$ cat config.mk
export PLATFORM = sky130hd
export DESIGN_NAME = paddle_pos
export DESIGN_NICKNAME = d
export VERILOG_FILES = /design/src/rtl/paddle_pos_pkg.sv /design/src/rtl/paddle_pos.sv
export SDC_FILE = /design/constraint.sdc
export NUM_CORES = 1
export LEC_CHECK = 0
export BUFFER_PORTS_ARGS = -buffer_cell sky130_fd_sc_hd__buf_4
export CORE_MARGIN = 2
export CORE_UTILIZATION = 40
export CTS_BUF_LIST = sky130_fd_sc_hd__clkbuf_4
export DETAILED_ROUTE_END_ITERATION = 7
export PLACE_DENSITY_LB_ADDON = 0.05
export RECOVER_POWER = 100
export SLEW_MARGIN = 20
export SYNTH_ARGS = -nofsm -noshare
export SYNTH_HDL_FRONTEND = slang
export SYNTH_SLANG_ARGS = --single-unit
$ cat constraint.sdc
create_clock -name pixel_clock -period 3.5 [get_ports pixel_clock]
set_input_delay 0.35 -clock pixel_clock [delete_from_list [all_inputs] [get_ports pixel_clock]]
set_output_delay 0.35 -clock pixel_clock [all_outputs]
set_load 0.05 [all_outputs]
$ cat src/rtl/paddle_pos_pkg.sv
// Shared game package: playfield geometry and the legal paddle top-line range
// derived from it.
package paddle_pos_pkg;

  localparam int LINE_COUNT    = 480;
  localparam int PADDLE_HEIGHT = 64;
  localparam int BORDER        = 8;

  // The paddle top line may sit just below the top border and no lower than
  // one paddle height plus the bottom border above the last line.
  localparam int PADDLE_Y_MIN = BORDER;
  localparam int PADDLE_Y_MAX = LINE_COUNT - PADDLE_HEIGHT - BORDER;

endpackage

$ cat src/rtl/paddle_pos.sv
// Paddle position from a potentiometer ADC: generates the ADC clock, averages
// blocks of samples, scales and clamps the average into a candidate top line,
// and commits the candidate to rocket_y once per frame at the vsync rise,
// ignoring changes inside the hysteresis dead-band.
module paddle_pos
  import paddle_pos_pkg::*;
#(
  parameter int AVG_LOG2 = 3,
  parameter int Y_MIN    = PADDLE_Y_MIN,
  parameter int Y_MAX    = PADDLE_Y_MAX,
  parameter int HYST     = 1
) (
  input  logic        pixel_clock,
  input  logic        reset,
  input  logic [7:0]  adc_d,
  input  logic        vsync,
  output logic        adc_clk,
  output logic [10:0] rocket_y,
  output logic        pos_upd
);

  localparam int          SUM_W    = 8 + AVG_LOG2;
  localparam logic [10:0] Y_MIN_L  = 11'(Y_MIN);
  localparam logic [10:0] Y_MAX_L  = 11'(Y_MAX);
  localparam logic [10:0] HYST_L   = 11'(HYST);

  logic [SUM_W-1:0]    sum;
  logic [SUM_W-1:0]    sum_next;
  logic [AVG_LOG2-1:0] sample_cnt;
  logic [7:0]          avg;
  logic                avg_done;
  logic [10:0]         scaled;
  logic [10:0]         cand_next;
  logic [10:0]         candidate;
  logic                cand_valid;
  logic                vsync_q;
  logic                vsync_rise;
  logic [10:0]         diff;
  logic                strobe;
  logic                block_end;

  // A sample is taken on every edge where the ADC clock is high, i.e. every
  // second pixel clock; the last sample of a block closes the average.
  assign strobe    = adc_clk;
  assign block_end = strobe & (&sample_cnt);
  assign sum_next  = sum + SUM_W'(adc_d);

  // ADC conversion clock runs at half the pixel clock.
  always_ff @(posedge pixel_clock or posedge reset) begin
    if (reset) begin
      adc_clk <= 1'b0;
    end else begin
      adc_clk <= ~adc_clk;
    end
  end

  // Accumulate samples; the completing sample is folded straight into the
  // average so the next block starts from a clean sum without losing data.
  always_ff @(posedge pixel_clock or posedge reset) begin
    if (reset) begin
      sum        <= '0;
      sample_cnt <= '0;
      avg        <= '0;
      avg_done   <= 1'b0;
    end else begin
      avg_done <= block_end;
      if (strobe) begin
        sample_cnt <= sample_cnt + AVG_LOG2'(1);
        if (&sample_cnt) begin
          sum <= '0;
          avg <= sum_next[SUM_W-1:AVG_LOG2];
        end else begin
          sum <= sum_next;
        end
      end
    end
  end

  // Scale the 8-bit average to lines (x2) and clamp to the legal paddle range.
  always_comb begin
    scaled    = {2'b00, avg, 1'b0};
    cand_next = scaled;
    if (scaled < Y_MIN_L) begin
      cand_next = Y_MIN_L;
    end else if (scaled > Y_MAX_L) begin
      cand_next = Y_MAX_L;
    end
  end

  // Candidate register, loaded the cycle after a block average is ready.
  always_ff @(posedge pixel_clock or posedge reset) begin
    if (reset) begin
      candidate  <= Y_MIN_L;
      cand_valid <= 1'b0;
    end else if (avg_done) begin
      candidate  <= cand_next;
      cand_valid <= 1'b1;
    end
  end

  // Registered copy of vsync so a held-high level yields a single rise.
  always_ff @(posedge pixel_clock or posedge reset) begin
    if (reset) begin
      vsync_q <= 1'b0;
    end else begin
      vsync_q <= vsync;
    end
  end

  assign vsync_rise = vsync & ~vsync_q;

  // Distance between the pending candidate and the committed position.
  always_comb begin
    diff = '0;
    if (candidate > rocket_y) begin
      diff = candidate - rocket_y;
    end else begin
      diff = rocket_y - candidate;
    end
  end

  // Commit the candidate at the frame boundary when it moved beyond the
  // dead-band; a candidate landing in the same cycle waits for next frame
  // because the comparison uses the value held before this edge.
  always_ff @(posedge pixel_clock or posedge reset) begin
    if (reset) begin
      rocket_y <= Y_MIN_L;
      pos_upd  <= 1'b0;
    end else begin
      pos_upd <= 1'b0;
      if (vsync_rise && cand_valid && (diff > HYST_L)) begin
        rocket_y <= candidate;
        pos_upd  <= 1'b1;
      end
    end
  end

endmodule

Yosys cells after proc, flatten, opt, wreduce, memory -nomap -nowiden
Index checks and enable logic that the tools add are counted.
Word-level totals
  register bits: 49
  input bits: 11
  logic and storage cells: 31
Cells by class
  add/subtract/negate cells: 4
  order comparisons: 4
  muxes and demuxes: 5
  bitwise logic cells: 4
  reduce and logical (&&, ||, !) cells: 4
Operators with widths (count)
  $mux 11: 2
  $sub 11x11->11: 2
  $mux 9: 2
  $add 11x8->11: 1
  $gt 11x1->1 const B: 1
  $gt 11x11->1: 1
  $gt 9x9->1 const B: 1
  $lt 9x4->1 const B: 1
  $reduce_and 4->1: 1
  $add 3x1->3 const B: 1
  $reduce_and 3->1: 1
  $and 1x1->1: 2
  $logic_and 1x1->1: 2
  $not 1->1: 2
  $mux 1: 1

Depth between registers and ports, before layout
Gate-level depths: netlist of run 1.
  depth after elaboration: 5
  depth in mapped cells: 12

Worst setup path before layout of run 1
Ideal clock, no wire load.
  path kind: flip-flop to flip-flop
  from: register rocket_y[2]
  to: register rocket_y[2]
  setup time: 0.128 ns
  arrival: 2.766 ns
  setup slack: 0.606 ns
  stages on the path, launching flop included: 10
  path through: dfrtp_1 > inv_1 > fa_1 > xnor2_1 > o21ai_0 > or4b_4 > a2111oi_4 > a311oi_1 > buf_6 > mux2i_1
Between the ends
  word-level cells in the longest chain between the ends: 4
  elaborated cells between the ends (all ways): 6
RTL lines
  start, declared: line paddle_pos.sv:18  | output logic [10:0] rocket_y,
  start signal, assigned: line paddle_pos.sv:132  | rocket_y <= candidate;
  $sub 11x11->11 (tied with other cells): line paddle_pos.sv:118  | diff = rocket_y - candidate;
  $mux 11 *: line paddle_pos.sv:115  | if (candidate > rocket_y) begin
  $gt 11x1->1 *: line paddle_pos.sv:131  | if (vsync_rise && cand_valid && (diff > HYST_L)) begin
  $logic_and 1x1->1 *: line paddle_pos.sv:131
Every way passes the cells marked *; elsewhere a longest branch is shown, timed or not.
A chain may end at the register's enable or synchronous reset.

Worst setup path in the final report of run 1
  from: register rocket_y[1]
  to: register rocket_y[3]
Same word-level chain as after synthesis.

==> qor.yml, run 1 <==
status:
  status: "finished, violations left"
  failed_checks: "capacitance limit, slew limit"
routing:
  avgViaCountPerCell: 5.12
  drc: 0
  drt_first_pass_iters: 5
  postRouteAntennaNets: 0
  routedWlPerCell_microns: 14.7
  initialDrtViolationCount: 70
  dr_total_vias: 2137
  totalWireLength_mm: 6.11
cts:
  post_cts.repair.setup_buffers: 0
  post_cts_resize_count: 0
  cts.clk_slew.worst_paths_ns: 0.13
  cts_tree: "yes"
  numCtsBuffers: 5
  postCtsHoldBufs: 0
  cts_root_buf: "sky130_fd_sc_hd__clkbuf_4"
  cts_buffer_depth: 2
  clock_sink_count: 43
  clkLatencyLatePin_ns: 0.36
  htreeDepth: 2
timing:
  timing.setup.tns_ns: 0
  report.final.hold_viol_count: 0
  final-setup-viol-count: 0
  tightest_slew_ns: 2.33
  max_freq_ghz: 0.312
  grt_setup_unrepaired: "no"
  timing_max_transition_violations_final: 44
  finalWorstPathRequiredPeriod_ns: 3.20
  maxSlewHeadroom_pct: -55.0
  finalClockSkew_ns: 0.0101
  timing.final.crit_share_pct: 91.6
layout:
  net_count_reported_at_finish: 360
  areaGrowthSynthToFinish_pct: 7.41
  drive_gt1_share_pct: 9.03
  final_util_pct: 44.9
  antenna_cells: 0
placed_design:
  gpl.final_weighted_congestion: 0.830
  numPortBuffers: 20
  hpwlAfterDp_mm: 4.66
synthesis:
  synth.lib_cells_used.distinct: 54
  ys_seq_area_share_pct: 37.4
  synth_ff_type: "sky130_fd_sc_hd__dfrtp_1"
  ys_ff_latch: 43
  synth-edff-count: 0
  postSynthAreaPerCell_sq_um: 9.46
  yosysWarningCount: 0
  synth.cell_area_sq_um: 2890
  async_flop_share_pct: 100
  cells_after_synthesis: 305
die:
  die_width_microns: 89.0
  initial_utilization_pct: 41.8
  chipHeight_microns: 89.0
  design.core.area_sq_um: 6910
  number_of_i_o_pins: 24
  die-area_sq_um: 7910
  core.rowCount: 30
power:
  power.combinational.fraction_pct: 64.4
  seq_power_share_pct: 26.9
  total_switching_power_w: 0.00143
  p_sw_share_pct: 50.4
  internal_power_w: 0.00140
  vdd_drop_max_uv: 207
  power_frac_clock_pct: 8.7
  p_per_area_nw_per_um2: 913
  power.static_leakage_nw: 1.45
global_route:
  grt_first_pass_wirelength_mm: 10.3
  grt_pass1_vias: 2168
  grtUsageTotal_pct: 17.0
  antenna_violations_before_repair: 0
  grt-ovfl-total: 0
  grt_start_max_net_pins: 44
critical_path:
  arrival_ns: 3.49
  crit_path_end_kind: "flop"
  worst_ep_required_time_ns: 3.78
  worstPathMaxFanout: 9
  worst-setup-path-type: "reg -> reg"
  startpoint_type: "flop"
worst_hold_path:
  hp-class: "in -> reg"
run:
  drv_cap: 1
==> placed cells by master (no fill, tap or decap), types with 2 or more instances in the layout <==
| cell type | n |
|---|---|
| sky130_fd_sc_hd__mux2_2 | 3 |
| sky130_fd_sc_hd__or3_1 | 2 |
| sky130_fd_sc_hd__a21o_1 | 8 |
| sky130_fd_sc_hd__a2111oi_0 | 2 |
| sky130_fd_sc_hd__o32ai_1 | 2 |
| sky130_fd_sc_hd__nand4_1 | 4 |
| sky130_fd_sc_hd__conb_1 | 3 |
| sky130_fd_sc_hd__a22o_1 | 2 |
| sky130_fd_sc_hd__dfrtp_1 | 41 |
| sky130_fd_sc_hd__mux2i_1 | 11 |
| sky130_fd_sc_hd__o2bb2ai_1 | 6 |
| sky130_fd_sc_hd__dfstp_2 | 2 |
| sky130_fd_sc_hd__nor3_1 | 6 |
| sky130_fd_sc_hd__nand3_1 | 7 |
| sky130_fd_sc_hd__nor2b_1 | 4 |
| sky130_fd_sc_hd__or2_2 | 2 |
| sky130_fd_sc_hd__clkbuf_4 | 8 |
| sky130_fd_sc_hd__and2_1 | 2 |
| sky130_fd_sc_hd__buf_4 | 8 |
| sky130_fd_sc_hd__nand2_1 | 20 |
| sky130_fd_sc_hd__inv_1 | 30 |
| sky130_fd_sc_hd__nor2_1 | 13 |
| sky130_fd_sc_hd__fa_1 | 3 |
| sky130_fd_sc_hd__ha_1 | 26 |
| sky130_fd_sc_hd__nand3b_1 | 2 |
| sky130_fd_sc_hd__o21ai_0 | 25 |
| sky130_fd_sc_hd__a21oi_1 | 18 |
| sky130_fd_sc_hd__clkinv_1 | 2 |
| sky130_fd_sc_hd__clkbuf_1 | 11 |
| sky130_fd_sc_hd__nand2b_1 | 6 |
| sky130_fd_sc_hd__and3b_1 | 2 |
| sky130_fd_sc_hd__xnor2_1 | 7 |
| sky130_fd_sc_hd__xor2_1 | 6 |
| sky130_fd_sc_hd__o21a_1 | 3 |
| sky130_fd_sc_hd__a211oi_1 | 2 |
| sky130_fd_sc_hd__o211ai_1 | 2 |
==> layout make-up <==
| cell class | instances | area (sq um) |
|---|---|---|
| inverters | 31 | 116 |
| flip-flops and latches | 43 | 1080 |
| well taps | 96 | 120 |
| repair buffers | 21 | 116 |
| multi-input cells | 218 | 1620 |
| fillers | 727 | 3810 |
| clock buffers | 6 | 45.0 |
| clock inverters | 2 | 8.76 |
==> state kept, by name, summed over array words and instances (netlist names) <==
register    cells
cand_valid      1
vsync_q         1
sum            11
adc_clk         1
sample_cnt      3
candidate       8
rocket_y        8
pos_upd         1
avg_done        1
avg             8
==> critical path, stage by stage (launching register included) <==
cell	delay, ns
sky130_fd_sc_hd__dfrtp_1	0.42
sky130_fd_sc_hd__inv_1	0.10
sky130_fd_sc_hd__ha_1	0.20
sky130_fd_sc_hd__inv_1	0.07
sky130_fd_sc_hd__fa_1	0.40
sky130_fd_sc_hd__a21o_1	0.17
sky130_fd_sc_hd__a21oi_1	0.21
sky130_fd_sc_hd__a21oi_1	0.07
sky130_fd_sc_hd__a22oi_1	0.16
sky130_fd_sc_hd__nor4b_1	0.09
sky130_fd_sc_hd__a311oi_2	0.95
sky130_fd_sc_hd__mux2i_1	0.29
==> stage by stage <==
stage	worst slack (ns)	cells	cell area (sq um)	hold WS, ns	power [W]
5_1_grt	0.0910	417	3100	0.0924	0.00308
3_5_place_dp	0.316	409	3090	0.452	0.00264
3_3_place_gp	0.369	409	3090	0.464	0.00265
4_1_cts	0.296	417	3140	0.0797	0.00290
6_report	0.295	417	3100	0.118	0.00283
2_1_floorplan	0.606	307	2890	0.381	0.00224
==> worst paths after layout <==
path                                    end  slack (ns)  depth (start not counted)   startpoint
worst max-delay path            rocket_y[3]        0.30                         11  rocket_y[1]
worst min-delay path                vsync_q        0.12                          1        vsync
worst max register to register  rocket_y[3]        0.30                         11  rocket_y[1]
worst min register to register   cand_valid        0.48                          1   cand_valid
max in group asynchronous            avg[5]        1.35                          3        reset
min in group asynchronous        cand_valid        0.82                          3        reset
==> routing by layer <==
layer / up-vias / routed length (microns) / global-route usage (%)
li1: 1092 / - / -
met1: 1020 / 2870 / 22.3
met2: 19 / 3060 / 29.6
met3: 6 / 100 / 2.59
met4: 0 / 75 / 4.75
met5: - / 0 / 0
==> power groups by stage <==
stage               registers [W]  clock network, W  logic [W]
floorplan                0.000914                 0    0.00132
global placement         0.000772                 0    0.00188
detailed placement       0.000779                 0    0.00186
CTS                      0.000768          0.000257    0.00187
global route             0.000786          0.000278    0.00202
finish                   0.000762          0.000247    0.00182
==> synthesized netlist by cell type, types with 3 or more instances <==
cell | count | share of area (%)
sky130_fd_sc_hd__dfrtp_1 | 41 | 36
sky130_fd_sc_hd__inv_1 | 31 | 4.0
sky130_fd_sc_hd__ha_1 | 26 | 11
sky130_fd_sc_hd__o21ai_0 | 25 | 4.3
sky130_fd_sc_hd__nand2_1 | 20 | 2.6
sky130_fd_sc_hd__a21oi_1 | 18 | 3.1
sky130_fd_sc_hd__nor2_1 | 13 | 1.7
sky130_fd_sc_hd__mux2i_1 | 11 | 3.8
sky130_fd_sc_hd__a21o_1 | 8 | 2.1
sky130_fd_sc_hd__nand3_1 | 7 | 1.2
sky130_fd_sc_hd__xnor2_1 | 7 | 2.1
sky130_fd_sc_hd__clkbuf_1 | 6 | 0.78
sky130_fd_sc_hd__nand2b_1 | 6 | 1.3
sky130_fd_sc_hd__nor3_1 | 6 | 1.0
sky130_fd_sc_hd__o2bb2ai_1 | 6 | 1.8
sky130_fd_sc_hd__xor2_1 | 6 | 1.8
sky130_fd_sc_hd__buf_4 | 4 | 1.0
sky130_fd_sc_hd__nand4_1 | 4 | 0.87
sky130_fd_sc_hd__nor2b_1 | 4 | 0.87
sky130_fd_sc_hd__and2_1 | 3 | 0.65
sky130_fd_sc_hd__buf_2 | 3 | 0.52
sky130_fd_sc_hd__fa_1 | 3 | 2.1
sky130_fd_sc_hd__mux2_2 | 3 | 1.2
sky130_fd_sc_hd__o21a_1 | 3 | 0.78
==> logic make-up after synthesis <==
kind of cell / after synthesis / synth area share [%]
AO/OA/AOI/OAI: 84 / 19.6
AND/OR/NAND/NOR: 75 / 13.4
buffers and inverters: 46 / 7.15
flip-flops: 43 / 37.4
adder cells (fa/ha/maj): 29 / 13.4
multiplexers: 14 / 4.98
XOR/XNOR: 13 / 3.94
other: 1 / 0.130
Note: power is estimated with default switching activity, not from simulation.
==> run 2: changes to the inputs <==
--- a/config.mk
+++ b/config.mk
@@ -5,11 +5,11 @@
 export SDC_FILE = /design/constraint.sdc
 export NUM_CORES = 1
 export LEC_CHECK = 0
-export BUFFER_PORTS_ARGS = -buffer_cell sky130_fd_sc_hd__buf_4
 export CORE_MARGIN = 2
 export CORE_UTILIZATION = 40
 export CTS_BUF_LIST = sky130_fd_sc_hd__clkbuf_4
 export DETAILED_ROUTE_END_ITERATION = 7
+export DONT_BUFFER_PORTS = 1
 export PLACE_DENSITY_LB_ADDON = 0.05
 export RECOVER_POWER = 100
 export SLEW_MARGIN = 20
==> constraint.sdc (replaced) <==
create_clock -name pixel_clock -period 4.04 [get_ports pixel_clock]
set_input_delay 0.404 -clock pixel_clock [delete_from_list [all_inputs] [get_ports pixel_clock]]
set_output_delay 0.404 -clock pixel_clock [all_outputs]
set_load 0.05 [all_outputs]
==> run 2 against run 1 <==
The flow still finishes with violations (capacitance limit, slew limit). Critical endpoint is now rocket_y[2]. Non-clock buffer count decreased by 18. Critical path depth shrank 1. Wire length down 2.4%. First-iteration DRC count shrank 8.6%. Hold slack worse by 0.060 ns. Combinational power decreased by 21%. Via count is 2.2% lower. Power is 10% lower. Global-route usage is 0.40 points lower. Sequential power is 0.5% higher.
==> qor.yml, run 2 (synthesis gave the netlist of run 1 again) <==
layout:
  net_count_reported_at_finish: 342  # was 360
  layout_common_cells: "41 x sky130_fd_sc_hd__dfrtp_1, 31 x sky130_fd_sc_hd__inv_1, 26 x sky130_fd_sc_hd__ha_1, 25 x sky130_fd_sc_hd__o21ai_0, 20 x sky130_fd_sc_hd__nand2_1"  # was 41 x sky130_fd_sc_hd__dfrtp_1, 30 x sky130_fd_sc_hd__inv_1, 26 x sky130_fd_sc_hd__ha_1, 25 x sky130_fd_sc_hd__o21ai_0, 20 x sky130_fd_sc_hd__nand2_1
  finish.cell_count_without_fillers: 399  # was 417
  areaGrowthSynthToFinish_pct: 5.68  # was 7.41%
  layout_commonest_cell: "sky130_fd_sc_hd__dfrtp_1"  # unchanged
  registers.top_by_ff_count: "sum"  # unchanged
  final_design_area_no_fill_sq_um: 3050  # was 3100 sq um
  filler_cells: 697  # was 727
  drive_gt1_share_pct: 6.60  # was 9.03%
  antenna_cells: 0  # unchanged
  largest_register_ffs: 11  # unchanged
cts:
  htreeDepth: 2  # unchanged
  clock_sink_count: 43  # unchanged
  numCtsBuffers: 5  # unchanged
  clkLatencyLatePin_ns: 0.36  # about the same
  post_cts_resize_count: 0  # unchanged
  cts_root_buf: "sky130_fd_sc_hd__clkbuf_4"  # unchanged
  cts_buffer_depth: 2  # unchanged
  cts.clk_slew.worst_paths_ns: 0.14  # was 0.13 ns
  post_cts.repair.setup_buffers: 0  # unchanged
  postCtsHoldBufs: 0  # unchanged
  cts_tree: "yes"  # unchanged
timing:
  finalWorstPathRequiredPeriod_ns: 3.48  # was 3.20 ns
  final-setup-viol-count: 0  # unchanged
  max_freq_ghz: 0.288  # was 0.312 GHz
  maxSlewHeadroom_pct: -8.84  # was -55.0%
  grt_setup_unrepaired: "no"  # unchanged
  tightest_slew_ns: 1.63  # was 2.33 ns
  finalClockSkew_ns: 0.0167  # was 0.0101 ns
  setup_slack_ns: 0.562  # was 0.295 ns
  timing.final.crit_share_pct: 86.1  # was 91.6%
  timing_max_transition_violations_final: 44  # unchanged
  timing.setup.tns_ns: 0  # unchanged
  report.final.hold_viol_count: 0  # unchanged
global_route:
  grt-ovfl-total: 0  # unchanged
  grt_start_max_net_pins: 44  # unchanged
  grt_first_pass_wirelength_mm: 10.2  # was 10.3 mm
  grtUsageTotal_pct: 16.6  # was 17.0%
  antenna_violations_before_repair: 0  # unchanged
  grt_pass1_vias: 2139  # was 2168
placed_design:
  hpwlAfterDp_mm: 4.62  # was 4.66 mm
  placed_area_sq_um: 2950  # was 3090 sq um
  pre_cts_ws_ns: 0.795  # was 0.316 ns
  numPortBuffers: 0  # was 20
  gpl.final_weighted_congestion: 0.850  # was 0.830
  place_inst: 391  # was 409
die:
  chipHeight_microns: 89.0  # unchanged
  die_width_microns: 89.0  # unchanged
  design.core.area_sq_um: 6910  # unchanged
  core.rowCount: 30  # unchanged
  initial_utilization_pct: 41.8  # unchanged
  number_of_i_o_pins: 24  # unchanged
  die-area_sq_um: 7910  # unchanged
power:
  power.static_leakage_nw: 1.42  # was 1.45 nW
  seq_power_share_pct: 30.1  # was 26.9%
  power_frac_clock_pct: 13.4  # was 8.7%
  p_per_area_nw_per_um2: 834  # was 913 nW/um^2
  vdd_drop_max_uv: 225  # was 207 uV
  total_power_w: 0.00254  # was 0.00283 W
  total_switching_power_w: 0.00122  # was 0.00143 W
  p_sw_share_pct: 48.1  # was 50.4%
  internal_power_w: 0.00132  # was 0.00140 W
  power.combinational.fraction_pct: 56.5  # was 64.4%
critical_path:
  critical_path_launch_point: "rocket_y[4]"  # was rocket_y[1]
  worst_ep_required_time_ns: 4.30  # was 3.78 ns
  crit_path_end_kind: "flop"  # unchanged
  critical_path.reg2reg.endpoint: "rocket_y[2]"  # was rocket_y[3]
  worst-setup-path-type: "reg -> reg"  # unchanged
  arrival_ns: 3.74  # was 3.49 ns
  rr_startpoint: "rocket_y[4]"  # was rocket_y[1]
  regToRegSetupSlack_ns: 0.56  # was 0.30 ns
  worstPathMaxFanout: 12  # was 9
  setup.worst_path.end: "rocket_y[2]"  # was rocket_y[3]
  startpoint_type: "flop"  # unchanged
  worst_case_reg_to_reg_path_depth: 10  # was 11
routing:
  drc: 0  # unchanged
  totalWireLength_mm: 5.97  # was 6.11 mm
  initialDrtViolationCount: 64  # was 70
  dr_total_vias: 2091  # was 2137
  drt_first_pass_iters: 4  # was 5
  avgViaCountPerCell: 5.24  # was 5.12
  routedWlPerCell_microns: 14.9  # was 14.7 microns
  postRouteAntennaNets: 0  # unchanged
status:
  failed_checks: "capacitance limit, slew limit"  # unchanged
  status: "finished, violations left"  # unchanged
run:
  drv_cap: 1  # unchanged
worst_hold_path:
  hp-class: "in -> reg"  # unchanged
-- run 2: power groups by stage --
| stage | sequential, W | combinational, W | clock [W] |
|---|---|---|---|
| 6_report | 0.000766 | 0.00144 | 0.000342 |
| 5_1_grt | 0.000786 | 0.00160 | 0.000371 |
| 4_1_cts | 0.000772 | 0.00146 | 0.000351 |
| 3_5_place_dp | 0.000782 | 0.00144 | 0 |
| 3_3_place_gp | 0.000781 | 0.00147 | 0 |
| 2_1_floorplan | 0.000792 | 0.00115 | 0 |
-- run 2: layer usage --
layer	share of wire [%]	GRT usage [%]	up-vias
met5	0	0	-
met4	2.6	6.38	0
met3	2.9	4.06	11
met2	49	28.6	28
met1	45	20.2	993
li1	-	-	1059
-- run 2: worst max-delay path, cell delays in order (launching register included) --
cell and delay, ns:
sky130_fd_sc_hd__dfrtp_1 0.34, sky130_fd_sc_hd__clkbuf_1 0.54, sky130_fd_sc_hd__inv_1 0.15, sky130_fd_sc_hd__ha_1 0.50, sky130_fd_sc_hd__a21oi_2 0.25, sky130_fd_sc_hd__a21oi_1 0.09
sky130_fd_sc_hd__or4b_1 0.56, sky130_fd_sc_hd__a2111oi_4 0.37, sky130_fd_sc_hd__a311oi_2 0.22, sky130_fd_sc_hd__buf_4 0.23, sky130_fd_sc_hd__mux2i_1 0.12
-- run 2: cell type report --
type	count	area [sq um]	share of cell area, %
inverters	31	116	3.81
well taps	96	120	3.94
repair buffers	3	18.8	0.615
flip-flops and latches	43	1080	35.4
clock inverters	2	60.1	1.97
clock buffers	6	45.0	1.48
multi-input cells	218	1610	52.8
-- run 2: worst min-delay path by stage --
stage,start,endpoint,depth (start not counted),slack [ns]
5_1_grt,vsync,vsync_q,0,0.02
2_1_floorplan,vsync,vsync_q,0,0.44
6_report,vsync,vsync_q,0,0.06
4_1_cts,vsync,vsync_q,0,0.05
3_5_place_dp,vsync,vsync_q,0,0.44
3_3_place_gp,vsync,vsync_q,0,0.44
-- run 2: metrics by stage --
step / hold WS [ns] / utilization (%)
CTS: 0.0486 / 44.3
detailed placement: 0.436 / 42.8
global placement: 0.436 / 42.8
finish: 0.0580 / 44.2
floorplan: 0.435 / -
global route: 0.0171 / 44.2
==> run 3: changes to the inputs <==
--- a/config.mk
+++ b/config.mk
@@ -5,9 +5,10 @@
 export SDC_FILE = /design/constraint.sdc
 export NUM_CORES = 1
 export LEC_CHECK = 0
-export CORE_MARGIN = 2
+export CORE_MARGIN = 10
 export CORE_UTILIZATION = 40
 export CTS_BUF_LIST = sky130_fd_sc_hd__clkbuf_4
+export CTS_CLUSTER_SIZE = 20
 export DETAILED_ROUTE_END_ITERATION = 7
 export DONT_BUFFER_PORTS = 1
 export PLACE_DENSITY_LB_ADDON = 0.05
==> run 3 against run 2 <==
The run still ends with capacitance limit, slew limit left. Register-to-register slack got worse by 0.15 ns. Die area grew 39%. Clock power fell by 1%. Flip-flop and latch count is the same. Count of clock-buffer cells in the layout is 1 lower. Power grew 0.84%. Global-route usage decreased by 5.5 points. Wire length increased by 2.8%. Final cell count unchanged. Clock skew fell by 0.0069 ns. Critical path type unchanged. Largest power group unchanged.
==> qor.yml, run 3 (synthesis gave the netlist of run 1 again) <==
status:
  failed_checks: "capacitance limit, slew limit"  # unchanged
  status: "finished, violations left"  # unchanged
die:
  die-area_sq_um: 11000  # was 7910 sq um
  core.rowCount: 30  # unchanged
  die_width_microns: 105  # was 89.0 microns
  design.core.area_sq_um: 6910  # unchanged
  number_of_i_o_pins: 24  # unchanged
  chipHeight_microns: 105  # was 89.0 microns
  initial_utilization_pct: 41.8  # unchanged
layout:
  registers.top_by_ff_count: "sum"  # unchanged
  largest_register_ffs: 11  # unchanged
  net_count_reported_at_finish: 342  # unchanged
  drive_gt1_share_pct: 6.60  # unchanged
  layout_common_cells: "41 x sky130_fd_sc_hd__dfrtp_1, 31 x sky130_fd_sc_hd__inv_1, 26 x sky130_fd_sc_hd__ha_1, 25 x sky130_fd_sc_hd__o21ai_0, 20 x sky130_fd_sc_hd__nand2_1"  # unchanged
  areaGrowthSynthToFinish_pct: 5.68  # unchanged
  filler_cells: 720  # was 697
  antenna_cells: 0  # unchanged
  layout_commonest_cell: "sky130_fd_sc_hd__dfrtp_1"  # unchanged
routing:
  initialDrtViolationCount: 94  # was 64
  m1WireLength_mm: 2.72  # was 2.70 mm
  postRouteAntennaNets: 0  # unchanged
  drt_first_pass_iters: 4  # unchanged
  top_layer_used_by_detailed_routing: "met4"  # unchanged
  avgViaCountPerCell: 5.27  # was 5.24
  detailroute.wirelength.met3_microns: 249  # was 173 microns
  drc: 0  # unchanged
  dr_total_vias: 2104  # was 2091
  totalWireLength_mm: 6.13  # was 5.97 mm
  met2_length_mm: 3.07  # was 2.93 mm
  routedWlPerCell_microns: 15.4  # was 14.9 microns
power:
  p_per_area_nw_per_um2: 841  # was 834 nW/um^2
  power.static_leakage_nw: 1.42  # about the same
  power_frac_clock_pct: 13.2  # was 13.4%
  total_power_w: 0.00256  # was 0.00254 W
  total_switching_power_w: 0.00124  # was 0.00122 W
  power.combinational.fraction_pct: 57.8  # was 56.5%
  internal_power_w: 0.00132  # about the same
  p_sw_share_pct: 48.4  # was 48.1%
  seq_power_share_pct: 29.0  # was 30.1%
  vdd_drop_max_uv: 251  # was 225 uV
worst_hold_path:
  hp-class: "in -> reg"  # unchanged
  worstHoldEndpoint: "vsync_q"  # unchanged
  hp_start: "vsync"  # unchanged
  timing.hold.worst_path_depth: 0  # unchanged
global_route:
  antenna_violations_before_repair: 0  # unchanged
  grt-ovfl-total: 0  # unchanged
  grt_first_pass_wirelength_mm: 10.3  # was 10.2 mm
  grt_pass1_vias: 2084  # was 2139
  grtUsageTotal_pct: 11.1  # was 16.6%
  grt_start_max_net_pins: 44  # unchanged
run:
  drv_cap: 1  # unchanged
cts:
  post_cts_resize_count: 0  # unchanged
  clkLatencyLatePin_ns: 0.36  # about the same
  clock_sink_count: 43  # unchanged
  postCtsHoldBufs: 0  # unchanged
  cts_tree: "yes"  # unchanged
  numCtsBuffers: 5  # unchanged
  htreeDepth: 2  # unchanged
  cts_buffer_depth: 2  # unchanged
  post_cts.repair.setup_buffers: 0  # unchanged
  cts_root_buf: "sky130_fd_sc_hd__clkbuf_4"  # unchanged
  cts.clk_slew.worst_paths_ns: 0.14  # about the same
timing:
  finalClockSkew_ns: 0.00983  # was 0.0167 ns
  timing.setup.tns_ns: 0  # unchanged
  finalWorstPathRequiredPeriod_ns: 3.63  # was 3.48 ns
  grt_setup_unrepaired: "no"  # unchanged
  report.final.hold_viol_count: 0  # unchanged
  tightest_slew_ns: 1.66  # was 1.63 ns
  timing_max_transition_violations_final: 44  # unchanged
  final-setup-viol-count: 0  # unchanged
  timing.final.crit_share_pct: 89.9  # was 86.1%
  max_freq_ghz: 0.275  # was 0.288 GHz
  maxSlewHeadroom_pct: -10.5  # was -8.84%
critical_path:
  arrival_ns: 3.92  # was 3.74 ns
  worstPathMaxFanout: 10  # was 12
  regToRegSetupSlack_ns: 0.41  # was 0.56 ns
  worst_ep_required_time_ns: 4.33  # was 4.30 ns
  rr_startpoint: "rocket_y[3]"  # was rocket_y[4]
  worst-setup-path-type: "reg -> reg"  # unchanged
  worst_case_reg_to_reg_path_depth: 9  # was 10
  critical_path.reg2reg.endpoint: "rocket_y[5]"  # was rocket_y[2]
  crit_path_end_kind: "flop"  # unchanged
  startpoint_type: "flop"  # unchanged
placed_design:
  gpl.final_weighted_congestion: 0.842  # was 0.850
  numPortBuffers: 0  # unchanged
  hpwlAfterDp_mm: 4.80  # was 4.62 mm
==> run 3: power groups by stage <==
stage	clock network [W]	logic [W]	registers (W)
2_1_floorplan	0	0.00115	0.000792
3_3_place_gp	0	0.00148	0.000760
5_1_grt	0.000366	0.00164	0.000768
6_report	0.000338	0.00148	0.000745
3_5_place_dp	0	0.00148	0.000764
4_1_cts	0.000351	0.00149	0.000754
==> run 3: critical path: stages (launching register included) <==
cell                       delay, ns
sky130_fd_sc_hd__dfstp_1        0.87
sky130_fd_sc_hd__inv_1          0.14
sky130_fd_sc_hd__ha_1           0.46
sky130_fd_sc_hd__and3b_1        0.26
sky130_fd_sc_hd__o21ai_1        0.24
sky130_fd_sc_hd__a211oi_1       0.10
sky130_fd_sc_hd__and3b_1        0.23
sky130_fd_sc_hd__nor4b_1        0.06
sky130_fd_sc_hd__a311oi_2       0.92
sky130_fd_sc_hd__mux2i_1        0.28
==> run 3: worst max path at each step <==
stage	start	endpoint	depth (start not counted)
finish	rocket_y[3]	rocket_y[5]	9
global placement	rocket_y[6]	rocket_y[5]	8
floorplan	rocket_y[2]	rocket_y[2]	9
detailed placement	rocket_y[6]	rocket_y[5]	8
global route	rocket_y[1]	rocket_y[7]	10
CTS	rocket_y[6]	rocket_y[7]	8
==> run 3: layout make-up <==
cell class / count / area (sq um) / area share, %
Multi-Input combinational cell: 218 / 1620 / 53.0
Clock inverter: 3 / 67.6 / 2.21
Inverter: 31 / 116 / 3.81
Timing Repair Buffer: 3 / 15.0 / 0.492
Sequential cell: 43 / 1080 / 35.4
Clock buffer: 5 / 37.5 / 1.23
Tap cell: 96 / 120 / 3.94
==> run 3: stage by stage <==
stage	area, sq um	std cells	hold WS [ns]	setup WS, ns	utilization, %
2_1_floorplan	2890	307	0.435	1.15	-
3_5_place_dp	2950	391	0.436	0.511	42.8
4_1_cts	3060	399	0.0478	0.495	44.3
3_3_place_gp	2950	391	0.436	0.588	42.8
5_1_grt	3050	399	0.0372	0.199	44.2
6_report	3050	399	0.0598	0.408	44.2
==> run 3: layer usage <==
| layer | vias to the layer above | GRT usage [%] |
|---|---|---|
| met5 | - | 0 |
| met4 | 0 | 3.43 |
| met3 | 9 | 3.13 |
| met2 | 24 | 19.4 |
| met1 | 1012 | 12.9 |
| li1 | 1059 | - |
